[src/rtl/iob_uut_pkg.sv]
// Shared constants for the iob_uut CSR block: register byte offsets,
// identification word, CTRL bit positions and reset values.
package iob_uut_pkg;

   localparam int unsigned DATA_W = 32;

   // Register byte offsets
   localparam logic [4:0] ADDR_ID       = 5'h00;
   localparam logic [4:0] ADDR_SCRATCH0 = 5'h04;
   localparam logic [4:0] ADDR_SCRATCH1 = 5'h08;
   localparam logic [4:0] ADDR_CTRL     = 5'h0C;
   localparam logic [4:0] ADDR_COUNT    = 5'h10;
   localparam logic [4:0] ADDR_SUM      = 5'h14;
   localparam logic [4:0] ADDR_STATUS   = 5'h18;
   localparam logic [4:0] ADDR_RSVD     = 5'h1C;

   // Identification constant returned by the ID register
   localparam logic [31:0] ID_VALUE = 32'h10B0_0001;

   // CTRL bit positions
   localparam int unsigned CTRL_EN_BIT  = 0;
   localparam int unsigned CTRL_CLR_BIT = 1;

   // Reset values
   localparam logic [31:0] SCRATCH_RST = 32'h0000_0000;
   localparam logic        CTRL_EN_RST = 1'b0;
   localparam logic [31:0] COUNT_RST   = 32'h0000_0000;
   localparam logic [31:0] RDATA_RST   = 32'h0000_0000;

   // Replace only the byte lanes selected by strb
   function automatic logic [31:0] wstrb_merge(input logic [31:0] old_v,
                                               input logic [31:0] new_v,
                                               input logic [3:0]  strb);
      logic [31:0] res;
      res = old_v;
      for (int b = 0; b < 4; b++) begin
         if (strb[b]) res[8*b +: 8] = new_v[8*b +: 8];
      end
      return res;
   endfunction

endpackage

[src/rtl/iob_uut_counter.sv]
// 32-bit free-running counter with enable, synchronous clear and clock
// enable. Clear has priority over enable; wraps naturally at 2^32.
module iob_uut_counter
   import iob_uut_pkg::*;
(
   input  logic        clk_i,
   input  logic        arst_n_i,
   input  logic        cke_i,
   input  logic        en_i,
   input  logic        clr_i,
   output logic [31:0] count_o
);

   logic [31:0] count_q;
   logic [31:0] count_d;

   // Next count: clear wins, otherwise increment while enabled
   always_comb begin
      count_d = count_q;
      if (clr_i)     count_d = COUNT_RST;
      else if (en_i) count_d = count_q + 32'd1;
   end

   // Count register, frozen while the clock enable is low
   always_ff @(posedge clk_i or negedge arst_n_i) begin
      if (!arst_n_i)  count_q <= COUNT_RST;
      else if (cke_i) count_q <= count_d;
   end

   assign count_o = count_q;

endmodule

[src/rtl/iob_uut_csr.sv]
// CSR block behind an IOb native subordinate port: address decode,
// byte-strobed scratch/control registers, adder, and registered read path.
module iob_uut_csr
   import iob_uut_pkg::*;
#(
   parameter int IOB_CSRS_ADDR_W = 5
) (
   input  logic                       clk_i,
   input  logic                       arst_n_i,
   input  logic                       cke_i,
   input  logic                       iob_valid_i,
   input  logic [IOB_CSRS_ADDR_W-1:0] iob_addr_i,
   input  logic [31:0]                iob_wdata_i,
   input  logic [3:0]                 iob_wstrb_i,
   output logic                       iob_rvalid_o,
   output logic [31:0]                iob_rdata_o,
   output logic                       iob_ready_o
);

   localparam int WIDX_W = IOB_CSRS_ADDR_W - 2;

   logic [WIDX_W-1:0] widx;
   logic              req_acc;
   logic              wr_acc;
   logic              rd_acc;

   logic [31:0] scratch0_q, scratch0_d;
   logic [31:0] scratch1_q, scratch1_d;
   logic        ctrl_en_q, ctrl_en_d;
   logic        ctrl_clr;
   logic        rvalid_q;
   logic [31:0] rdata_q;
   logic [31:0] rd_mux;
   logic [31:0] count;
   logic [32:0] sum_full;

   // Ready is held low during reset so nothing is accepted
   assign iob_ready_o = cke_i & arst_n_i;
   assign req_acc     = iob_valid_i & iob_ready_o;
   assign wr_acc      = req_acc & (|iob_wstrb_i);
   assign rd_acc      = req_acc & ~(|iob_wstrb_i);
   assign widx        = iob_addr_i[IOB_CSRS_ADDR_W-1:2];

   // Adder over the registered scratch values; bit 32 is the carry
   assign sum_full = {1'b0, scratch0_q} + {1'b0, scratch1_q};

   // Write decode with per-byte strobe merge; CLR is a one-shot pulse
   always_comb begin
      scratch0_d = scratch0_q;
      scratch1_d = scratch1_q;
      ctrl_en_d  = ctrl_en_q;
      ctrl_clr   = 1'b0;
      if (wr_acc) begin
         if (widx == WIDX_W'(ADDR_SCRATCH0 >> 2))
            scratch0_d = wstrb_merge(scratch0_q, iob_wdata_i, iob_wstrb_i);
         if (widx == WIDX_W'(ADDR_SCRATCH1 >> 2))
            scratch1_d = wstrb_merge(scratch1_q, iob_wdata_i, iob_wstrb_i);
         if ((widx == WIDX_W'(ADDR_CTRL >> 2)) && iob_wstrb_i[0]) begin
            ctrl_en_d = iob_wdata_i[CTRL_EN_BIT];
            ctrl_clr  = iob_wdata_i[CTRL_CLR_BIT];
         end
      end
   end

   // Read mux; unmapped and reserved words return zero
   always_comb begin
      rd_mux = 32'h0;
      if (widx == WIDX_W'(ADDR_ID >> 2))       rd_mux = ID_VALUE;
      if (widx == WIDX_W'(ADDR_SCRATCH0 >> 2)) rd_mux = scratch0_q;
      if (widx == WIDX_W'(ADDR_SCRATCH1 >> 2)) rd_mux = scratch1_q;
      if (widx == WIDX_W'(ADDR_CTRL >> 2))     rd_mux[CTRL_EN_BIT] = ctrl_en_q;
      if (widx == WIDX_W'(ADDR_COUNT >> 2))    rd_mux = count;
      if (widx == WIDX_W'(ADDR_SUM >> 2))      rd_mux = sum_full[31:0];
      if (widx == WIDX_W'(ADDR_STATUS >> 2))   rd_mux[0] = sum_full[32];
   end

   // Register state and read response; everything holds while cke is low
   always_ff @(posedge clk_i or negedge arst_n_i) begin
      if (!arst_n_i) begin
         scratch0_q <= SCRATCH_RST;
         scratch1_q <= SCRATCH_RST;
         ctrl_en_q  <= CTRL_EN_RST;
         rvalid_q   <= 1'b0;
         rdata_q    <= RDATA_RST;
      end else if (cke_i) begin
         scratch0_q <= scratch0_d;
         scratch1_q <= scratch1_d;
         ctrl_en_q  <= ctrl_en_d;
         rvalid_q   <= rd_acc;
         if (rd_acc) rdata_q <= rd_mux;
      end
   end

   iob_uut_counter u_counter (
      .clk_i    (clk_i),
      .arst_n_i (arst_n_i),
      .cke_i    (cke_i),
      .en_i     (ctrl_en_q),
      .clr_i    (ctrl_clr),
      .count_o  (count)
   );

   assign iob_rvalid_o = rvalid_q;
   assign iob_rdata_o  = rdata_q;

endmodule

[config.mk]
export PLATFORM = sky130hd
export DESIGN_NAME = iob_uut_csr
export DESIGN_NICKNAME = d
export VERILOG_FILES = /design/src/rtl/iob_uut_pkg.sv /design/src/rtl/iob_uut_counter.sv /design/src/rtl/iob_uut_csr.sv
export SDC_FILE = /design/constraint.sdc
export NUM_CORES = 1
export LEC_CHECK = 0
export ABC_AREA = 1
export CAP_MARGIN = 10
export CORE_MARGIN = 5
export CORE_UTILIZATION = 25
export DETAILED_ROUTE_END_ITERATION = 7
export DONT_BUFFER_PORTS = 1
export GPL_TIMING_DRIVEN = 1
export PLACE_DENSITY = 0.45
export SLEW_MARGIN = 5
export SYNTH_ARGS = -nofsm -noshare
export SYNTH_HDL_FRONTEND = slang
export SYNTH_SLANG_ARGS = --single-unit
export TNS_END_PERCENT = 30
[constraint.sdc]
create_clock -name clk_i -period 2.1 [get_ports clk_i]
set_clock_uncertainty 0.1 [all_clocks]
set_input_delay 0.105 -clock clk_i [delete_from_list [all_inputs] [get_ports clk_i]]
set_output_delay 0.105 -clock clk_i [all_outputs]
set_load 0.05 [all_outputs]
# --- After elaboration in Yosys (flattened, before gate mapping) ---
# Index checks and enable logic that the tools add are counted.
totals:
  word_cells: 51
  output_inout_bits: 34
  ff_bits: 130
  inputBits: 45
op_classes:
  n_reduce_logical: 15
  n_mux: 11
  addsub: 2
  n_bitwise: 5
  eq_ne: 6
ops:
  columns: ["op", "count"]
  rows:
  - ["32-bit 2-to-1 mux", 6]
  - ["32-bit by 32-bit adder with 33-bit output", 1]
  - ["32-bit by 1-bit adder with 32-bit output (second input constant)", 1]
  - ["4-bit AND reduction", 8]
  - ["29-bit 2-to-1 mux", 1]
  - ["3-bit equality test (second input constant)", 3]
  - ["3-bit by 2-bit equality test with 1-bit output (second input constant)", 2]
  - ["1-bit bitwise AND", 4]
  - ["1-bit 2-to-1 mux", 4]
  - ["2-bit AND reduction", 2]
  - ["4-bit OR reduction", 1]
  - ["3-bit by 1-bit equality test with 1-bit output (second input constant)", 1]
  - ["3-bit logical NOT", 1]
  - ["3-bit AND reduction", 1]
  - ["2-bit nonzero test", 1]
  - ["1-bit logical AND", 1]
  - ["1-bit NOT", 1]

# --- Longest topological paths before layout ---
# Gate-level depths: netlist of the first run.
depth:
  ltp_word: 8
  ltp_mapped: 13
  ltp_nobuf: 13

# --- Modules after synthesis ---
# Synthesis of the first run repeated with hierarchy kept, for this count alone.
unflattened:
  hier_cells: 1348
  area_unflattened_um2: 9268.9
by_module_without_submodules:
  columns: ["mod", "instances", "cells_per_inst", "area_each_um2", "seq_area_each_um2"]
  rows:
  - ["iob_uut_csr", 1, 1071, 7419.6, 2452.4]
  - ["iob_uut_counter", 1, 277, 1849.3, 800.8]

# --- Worst setup path before layout of the first run ---
# OpenSTA, ideal clock, no wires.
synth_path:
  path_type: "register to register"
  start: "register scratch0_q[0]"
  end: "register rdata_q[24], in the netlist iob_rdata_o[24]"
  slack_ps: 111
  path_buffers: 0
  t_required_ps: 1923
  setup_ps: 77
  t_arrival_ps: 1811
  path_stages_with_launch: 14
  synth_period_minus_slack_ps: 1989
  path_cell_list: "dfrtp_1 -> ha_1 -> fa_1 -> nand3_1 -> nand3_1 -> nand2_1 -> nand2_1 -> nand2_1 -> nand2_1 -> nand2_1 -> nand2_1 -> nand2_1 -> nand3_1 -> a21oi_1"
synth_via:
  elab_chain_len: 2
synth_rtl:
  columns: ["element", "line_no", "rtl"]
  rows:
  - ["from (decl)", "iob_uut_csr.sv:27", "logic [31:0] scratch0_q, scratch0_d;"]
  - ["from (signal assigned)", "iob_uut_csr.sv:86", "scratch0_q <= scratch0_d;"]
  - ["32-bit by 32-bit adder with 33-bit output", "iob_uut_csr.sv:45", "assign sum_full = {1'b0, scratch0_q} + {1'b0, scratch1_q};"]
  - ["32-bit 2-to-1 mux", "iob_uut_csr.sv:73", "if (widx == WIDX_W'(ADDR_SUM >> 2)) rd_mux = sum_full[31:0];"]
  - ["to (signal assigned)", "iob_uut_csr.sv:90", "if (rd_acc) rdata_q <= rd_mux;"]
  - ["to (decl)", "iob_uut_csr.sv:32", "logic [31:0] rdata_q;"]
# No other way between the ends.
# A chain may end at the register's enable or synchronous reset.

# --- Worst setup path in the final report of the first run ---
layout_path:
  start: "input port iob_addr_i[4]"
  end: "register scratch0_q[23]"
layout_via:
  elab_chain_len: 2
layout_rtl:
  columns: ["element", "line_no", "rtl"]
  rows:
  - ["from (decl)", "iob_uut_csr.sv:12", "input logic [IOB_CSRS_ADDR_W-1:0] iob_addr_i,"]
  - ["3-bit by 1-bit equality test with 1-bit output", "iob_uut_csr.sv:54", "if (widx == WIDX_W'(ADDR_SCRATCH0 >> 2))"]
  - ["4-bit AND reduction (no line)", null, null]
# No other way between the ends.

==> results of run 1 <==
==> area by class of cell <==
cell class	instances	area, um2	area share
clock buffers	18	429	0.0354
inverters	228	858	0.0709
well taps	461	577	0.0476
multi-input cells	952	5200	0.430
clock inverters	14	225	0.0186
flip-flops and latches	130	3250	0.269
repair buffers	185	1560	0.129
==> metrics by stage <==
stage                     setup WS [ps]  power, mW  cells  TNS (ps)  hold slack, ps
after detailed placement           -147       5.70   1891      -716            -276
after global routing               -168       9.83   1988     -3100            -752
after global placement             -151       5.68   1891      -516            -276
after floorplan                     111       4.73   1344         0            -291
final                              43.2       9.33   1988         0            -729
after CTS                         -16.1       9.28   1985     -16.1            -764
==> power groups by stage <==
stage                     Sequential (mW)  Clock [mW]  Combinational (mW)
after CTS                            3.60        3.49                2.19
final                                3.62        3.41                2.30
after global placement               3.63           0                2.05
after detailed placement             3.64           0                2.07
after global routing                 3.68        3.59                2.56
after floorplan                      3.68           0                1.05
==> what timing repair did <==
action,in CTS,in global routing
pin swaps,1,11
endpoints found under the setup margin,13,62
gates cloned,0,0
endpoints found under the hold margin,232,130
buffers inserted,0,3
resized for setup,9,95
==> kinds of logic after synthesis <==
logic type      Yosys count  synth area share
simple gates            678             0.322
flops                   130             0.363
fa+ha+maj                34            0.0483
compound gates          222             0.136
xor+xnor                 18            0.0176
buf+inv                 262             0.112
==> state kept, by name, indices dropped and copies added, names as in the netlist <==
register	count
ctrl_en_q	1
scratch1_q	32
iob_rdata_o	32
iob_rvalid_o	1
scratch0_q	32
u_counter.count_o	32
==> cells in the final DEF (no fill, tap or decap), types with 11 or more instances in the layout <==
cell type | netlist | final
xor2_1 | 18 | 18
nand3_1 | 95 | 85
dlygate4sd3_1 | 0 | 60
o221ai_1 | 17 | 17
a21oi_1 | 67 | 52
inv_1 | 224 | 223
o21ai_1 | 21 | 22
buf_4 | 2 | 122
dfrtp_1 | 130 | 129
nand2_1 | 389 | 363
nor2_1 | 122 | 112
a31oi_1 | 11 | 11
o21ai_0 | 93 | 91
clkbuf_16 | 0 | 17
ha_4 | 0 | 20
nand4_1 | 22 | 22
nor3_1 | 26 | 24
nand2_2 | 1 | 26
a21oi_2 | 0 | 15
==> layer usage <==
metal | global-route usage | vias to the layer above
met3 | 0.0293 | 51
li1 | - | 4657
met5 | 0 | -
met2 | 0.278 | 201
met1 | 0.240 | 4350
met4 | 0.0643 | 0
==> worst paths after layout <==
kind	slack [ps]	to
worst min register to register	440	scratch1_q[31]
min in group clk_i	30	iob_rdata_o[0]
worst max register to register	60	iob_rdata_o[30]
max in group asynchronous	2400	scratch0_q[8]
worst max-delay path	40	scratch0_q[23]
worst min-delay path	-730	scratch0_q[26]
==> critical path, cell delays in order <==
cell and delay (ps):
dlygate4sd3_1 670, inv_1 170, nand3_1 250, nor2_1 350
nand2_1 410, o21ai_0 330
==> results.json, run 1 <==
{
  "hpwl_mm": 26.1,
  "numCtsBuffers": 17,
  "irDropWorstVdd_v": 0.000541,
  "r2r_cells": 12,
  "syn_area_mm2": 0.00896,
  "wl_met3_mm": 1.61,
  "grt_use_total": 0.175,
  "cts_hold_buf": 62,
  "power.density_mw_per_mm2": 771,
  "synth_top_cell_by_area": "dfrtp_1",
  "ys_types": 42,
  "p_int_mw": 5.97,
  "area_growth_pct": 35.2,
  "dr.pass1.iters": 6,
  "cts_htree_levels": 4,
  "power_frac_seq": 0.388,
  "slew_headroom": 0.610,
  "start_util": 0.252,
  "rsz0062_at_grt": "true",
  "drt-met1-wl_mm": 16.0,
  "synth_fp_nets": 1423,
  "synthArstFlopShare": 1.00,
  "fin_util": 0.341,
  "status": "finished with violations",
  "drtAntennaViolNets": 0,
  "grt_pass1_wl_mm": 53.0,
  "die_h_um": 199,
  "ys_seq_area_frac": 0.363,
  "syn_avg_cell_area_um2": 6.66,
  "antenna_found_initial": 0,
  "worst_ep_arrival_time_ps": 2300,
  "synthCells": 1344,
  "crit_path_start": "iob_addr_i[4]",
  "finalCritPeriodShare": 0.979,
  "fmax_ghz": 0.486,
  "drtIter0Drc": 623,
  "whs_ps": -729,
  "drive_gt1_frac": 0.172,
  "core_mm2": 0.0355,
  "diodes": 0,
  "cts-root-buf": "clkbuf_16",
  "finalMaxSlewViolations": 0,
  "drt-total-wl_mm": 34.2,
  "die-area_mm2": 0.0397,
  "grt-ovfl-total": 0,
  "yosysMostFrequentCell": "nand2_1",
  "via_count": 9259,
  "cts_tree": "done",
  "nets": 1593,
  "switching_power_mw": 3.36,
  "fin_area_mm2": 0.0121,
  "hold_class": "in -> async",
  "clock_latency_ps": 440,
  "violations": "hold timing",
  "setup_violations": 0,
  "wl_per_cell_um": 17.2,
  "ys_ff_latch": 130,
  "crit_type": "in -> reg",
  "clk_pin_slew_ps": 70,
  "synth_warnings": 0,
  "cp-start-kind": "input port",
  "leakagePower_nw": 5.99,
  "max_cap_violations": 0,
  "io_pins": 79,
  "clock-sinks": 130,
  "first_global_vias": 9193,
  "routed.top_layer": "met4",
  "fin_crit_ps": 2060,
  "synth_edf_count": 0,
  "hold_viol_final": 130,
  "wl_met2_mm": 15.5,
  "synthFlopType": "dfrtp_1",
  "vias_per_cell": 4.66,
  "synth_top_cells_by_count": "nand2_1 (389), inv_1 (224), dfrtp_1 (130)",
  "p_comb_frac": 0.246,
  "die-width_um": 199,
  "fillCellCount": 3799,
  "switching_share": 0.360,
  "worstMarginPinSlew_ps": 586,
  "clockBufferDepth": 2,
  "row_count": 69,
  "clockPowerShare": 0.365,
  "crit_path_end_kind": "register",
  "grt_max_degree": 132,
  "r2r_start": "scratch0_q[0]",
  "place.port_buffers": 0,
  "synth_top_area_share": 0.363,
  "synth_area_leaders": "dfrtp_1 (36%), nand2_1 (16%), inv_1 (9.4%), nand3_1 (5.3%), o21ai_0 (5.2%)",
  "gp_congestion": 0.916,
  "drc_errors": 0,
  "cp_max_fo": 16,
  "placedInstanceArea_mm2": 0.0103,
  "required_ps": 2340
}
Note: power is estimated with default switching activity, not from simulation.
==> run 2, diff against run 1 <==
Settings changed: ABC_AREA 1 to unset.
==> results.json, run 2 <==
{
  "hold_class": "in -> async",
  "vias_per_cell": 4.94,
  "cts_tree": "done",
  "place_ws_ps": -617,
  "synth_fp_nets": 929,
  "status": "finished with violations",
  "irDropWorstVdd_v": 0.000568,
  "grt-ovfl-total": 0,
  "max_cap_violations": 0,
  "io_pins": 79,
  "die-width_um": 187,
  "clk_pin_slew_ps": 70,
  "hpwl_mm": 20.1,
  "place.port_buffers": 0,
  "crit_path_end_kind": "register",
  "cp_max_fo": 5,
  "via_count": 7375,
  "cp-start-kind": "register",
  "row_count": 65,
  "rsz0062_at_grt": "true",
  "crit_type": "reg -> reg",
  "synth_edf_count": 0,
  "wl_per_cell_um": 18.8,
  "p_total_mw": 9.02,
  "die_h_um": 187,
  "grt_pass1_wl_mm": 43.6,
  "leakagePower_nw": 5.09,
  "dr.pass1.iters": 5,
  "fillCellCount": 3125,
  "numCtsBuffers": 17,
  "grt_use_total": 0.158,
  "drc_errors": 0,
  "fin_util": 0.369,
  "synth_top_area_share": 0.413,
  "mostFrequentLayoutCells": "buf_4 (208), dfrtp_1 (130), nand2_1 (79)",
  "synthFlopType": "dfrtp_1",
  "cts_hold_buf": 39,
  "drtAntennaViolNets": 0,
  "hold_viol_final": 130,
  "whs_ps": -732,
  "grt_max_degree": 133,
  "clock-sinks": 130,
  "cts_htree_levels": 4,
  "synthArstFlopShare": 1.00,
  "gp_congestion": 0.832,
  "ys_types": 54,
  "ys_seq_area_frac": 0.413,
  "cts-root-buf": "clkbuf_16",
  "synth_warnings": 0,
  "finalSetupTns_ps": -7800,
  "nets": 1155,
  "synth_area_leaders": "dfrtp_1 (41%), mux2_2 (9.2%), ha_1 (5.2%), a21oi_1 (4.2%), o21ai_0 (4.1%)",
  "final_common_cell": "buf_4",
  "finalCritPeriodShare": 1.22,
  "fmax_ghz": 0.391,
  "fin_crit_ps": 2560,
  "ys_ff_latch": 130,
  "antenna_found_initial": 2,
  "violations": "hold timing, setup timing",
  "setup_violations": 36,
  "start_util": 0.252,
  "first_global_vias": 7448,
  "required_ps": 2330,
  "synth_top_cell_by_area": "dfrtp_1",
  "synth_top_cells_by_count": "dfrtp_1 (130), nand2_1 (81), nor2_1 (74)",
  "slew_headroom": 0.613,
  "area_growth_pct": 46.6,
  "worst_ep_arrival_time_ps": 2790,
  "clock_latency_ps": 440,
  "power.density_mw_per_mm2": 781,
  "syn_avg_cell_area_um2": 9.27,
  "clockBufferDepth": 2,
  "core_mm2": 0.0313,
  "die-area_mm2": 0.0352,
  "synthCells": 850,
  "drtIter0Drc": 430,
  "r2r_cells": 9,
  "worstMarginPinSlew_ps": 575,
  "yosysMostFrequentCell": "dfrtp_1",
  "syn_area_mm2": 0.00788,
  "finalMaxSlewViolations": 0,
  "drive_gt1_frac": 0.378,
  "fin_ws_ps": -456,
  "drt-total-wl_mm": 28.1
}
[run 2: power by group]
part           internal (mW)  switching, mW  leakage, nW
sequential              2.76          0.450         1.75
combinational           1.30           1.10         3.02
clock                   2.18           1.23        0.317
total                   6.24           2.77         5.09
[run 2: final cells by class]
| type | instances | area (um2) | area share |
|---|---|---|---|
| Antenna cell | 1 | 2.50 | 0.000217 |
| Clock buffer | 20 | 457 | 0.0395 |
| Clock inverter | 12 | 201 | 0.0174 |
| Inverter | 19 | 71.3 | 0.00618 |
| Multi-Input combinational cell | 652 | 4980 | 0.432 |
| Sequential cell | 130 | 3250 | 0.282 |
| Tap cell | 402 | 503 | 0.0436 |
| Timing Repair Buffer | 256 | 2070 | 0.180 |
[run 2: path summary, 6_finish.rpt]
kind	from	end	slack [ps]
setup / recovery	scratch1_q[0]	iob_rdata_o[30]	-460
hold / removal	arst_n_i	u_counter.count_o[7]	-730
setup reg to reg	scratch1_q[0]	iob_rdata_o[30]	-460
hold reg to reg	u_counter.count_o[28]	u_counter.count_o[28]	450
max in group asynchronous	arst_n_i	iob_rdata_o[27]	2470
min in group clk_i	iob_wstrb_i[3]	scratch0_q[25]	40
[run 2: timing repair]
action / CTS / global route
hold endpoints to repair: 233 / 130
setup endpoints to repair: 41 / 59
pin swaps: 26 / 41
buffers inserted: 7 / 7
gates cloned: 0 / 1
gates resized for setup: 71 / 47
[run 2: routing by layer]
layer | up-vias | GRT usage | routed length (um)
li1 | 3578 | - | -
met1 | 3636 | 0.219 | 13600
met2 | 134 | 0.249 | 12800
met3 | 25 | 0.0356 | 1270
met4 | 2 | 0.0449 | 414
met5 | - | 0 | 11
[run 2: stage by stage]
stage                     hold slack, ps  cells  area, um2
after CTS                           -763   1485      11300
after global placement              -284   1407       9820
after detailed placement            -284   1407       9820
after floorplan                     -291    850       7950
final                               -732   1492      11500
after global routing                -762   1492      11500
[run 2: logic make-up after synthesis]
kind of cell    after synthesis  share of synthesized area
xor+xnor                     45                     0.0500
simple gates                256                      0.153
buf+inv                      69                     0.0330
compound gates              250                      0.202
mux                          66                     0.0940
fa+ha+maj                    34                     0.0550
flops                       130                      0.413
[run 2: worst max-delay path: stages, from the launching register on]
cell	delay, ps
dfrtp_1	390
ha_2	210
fa_2	370
a211oi_2	210
o21bai_2	130
a21o_4	270
o2111ai_4	270
a2111oi_2	130
o21a_1	210
o31ai_2	180
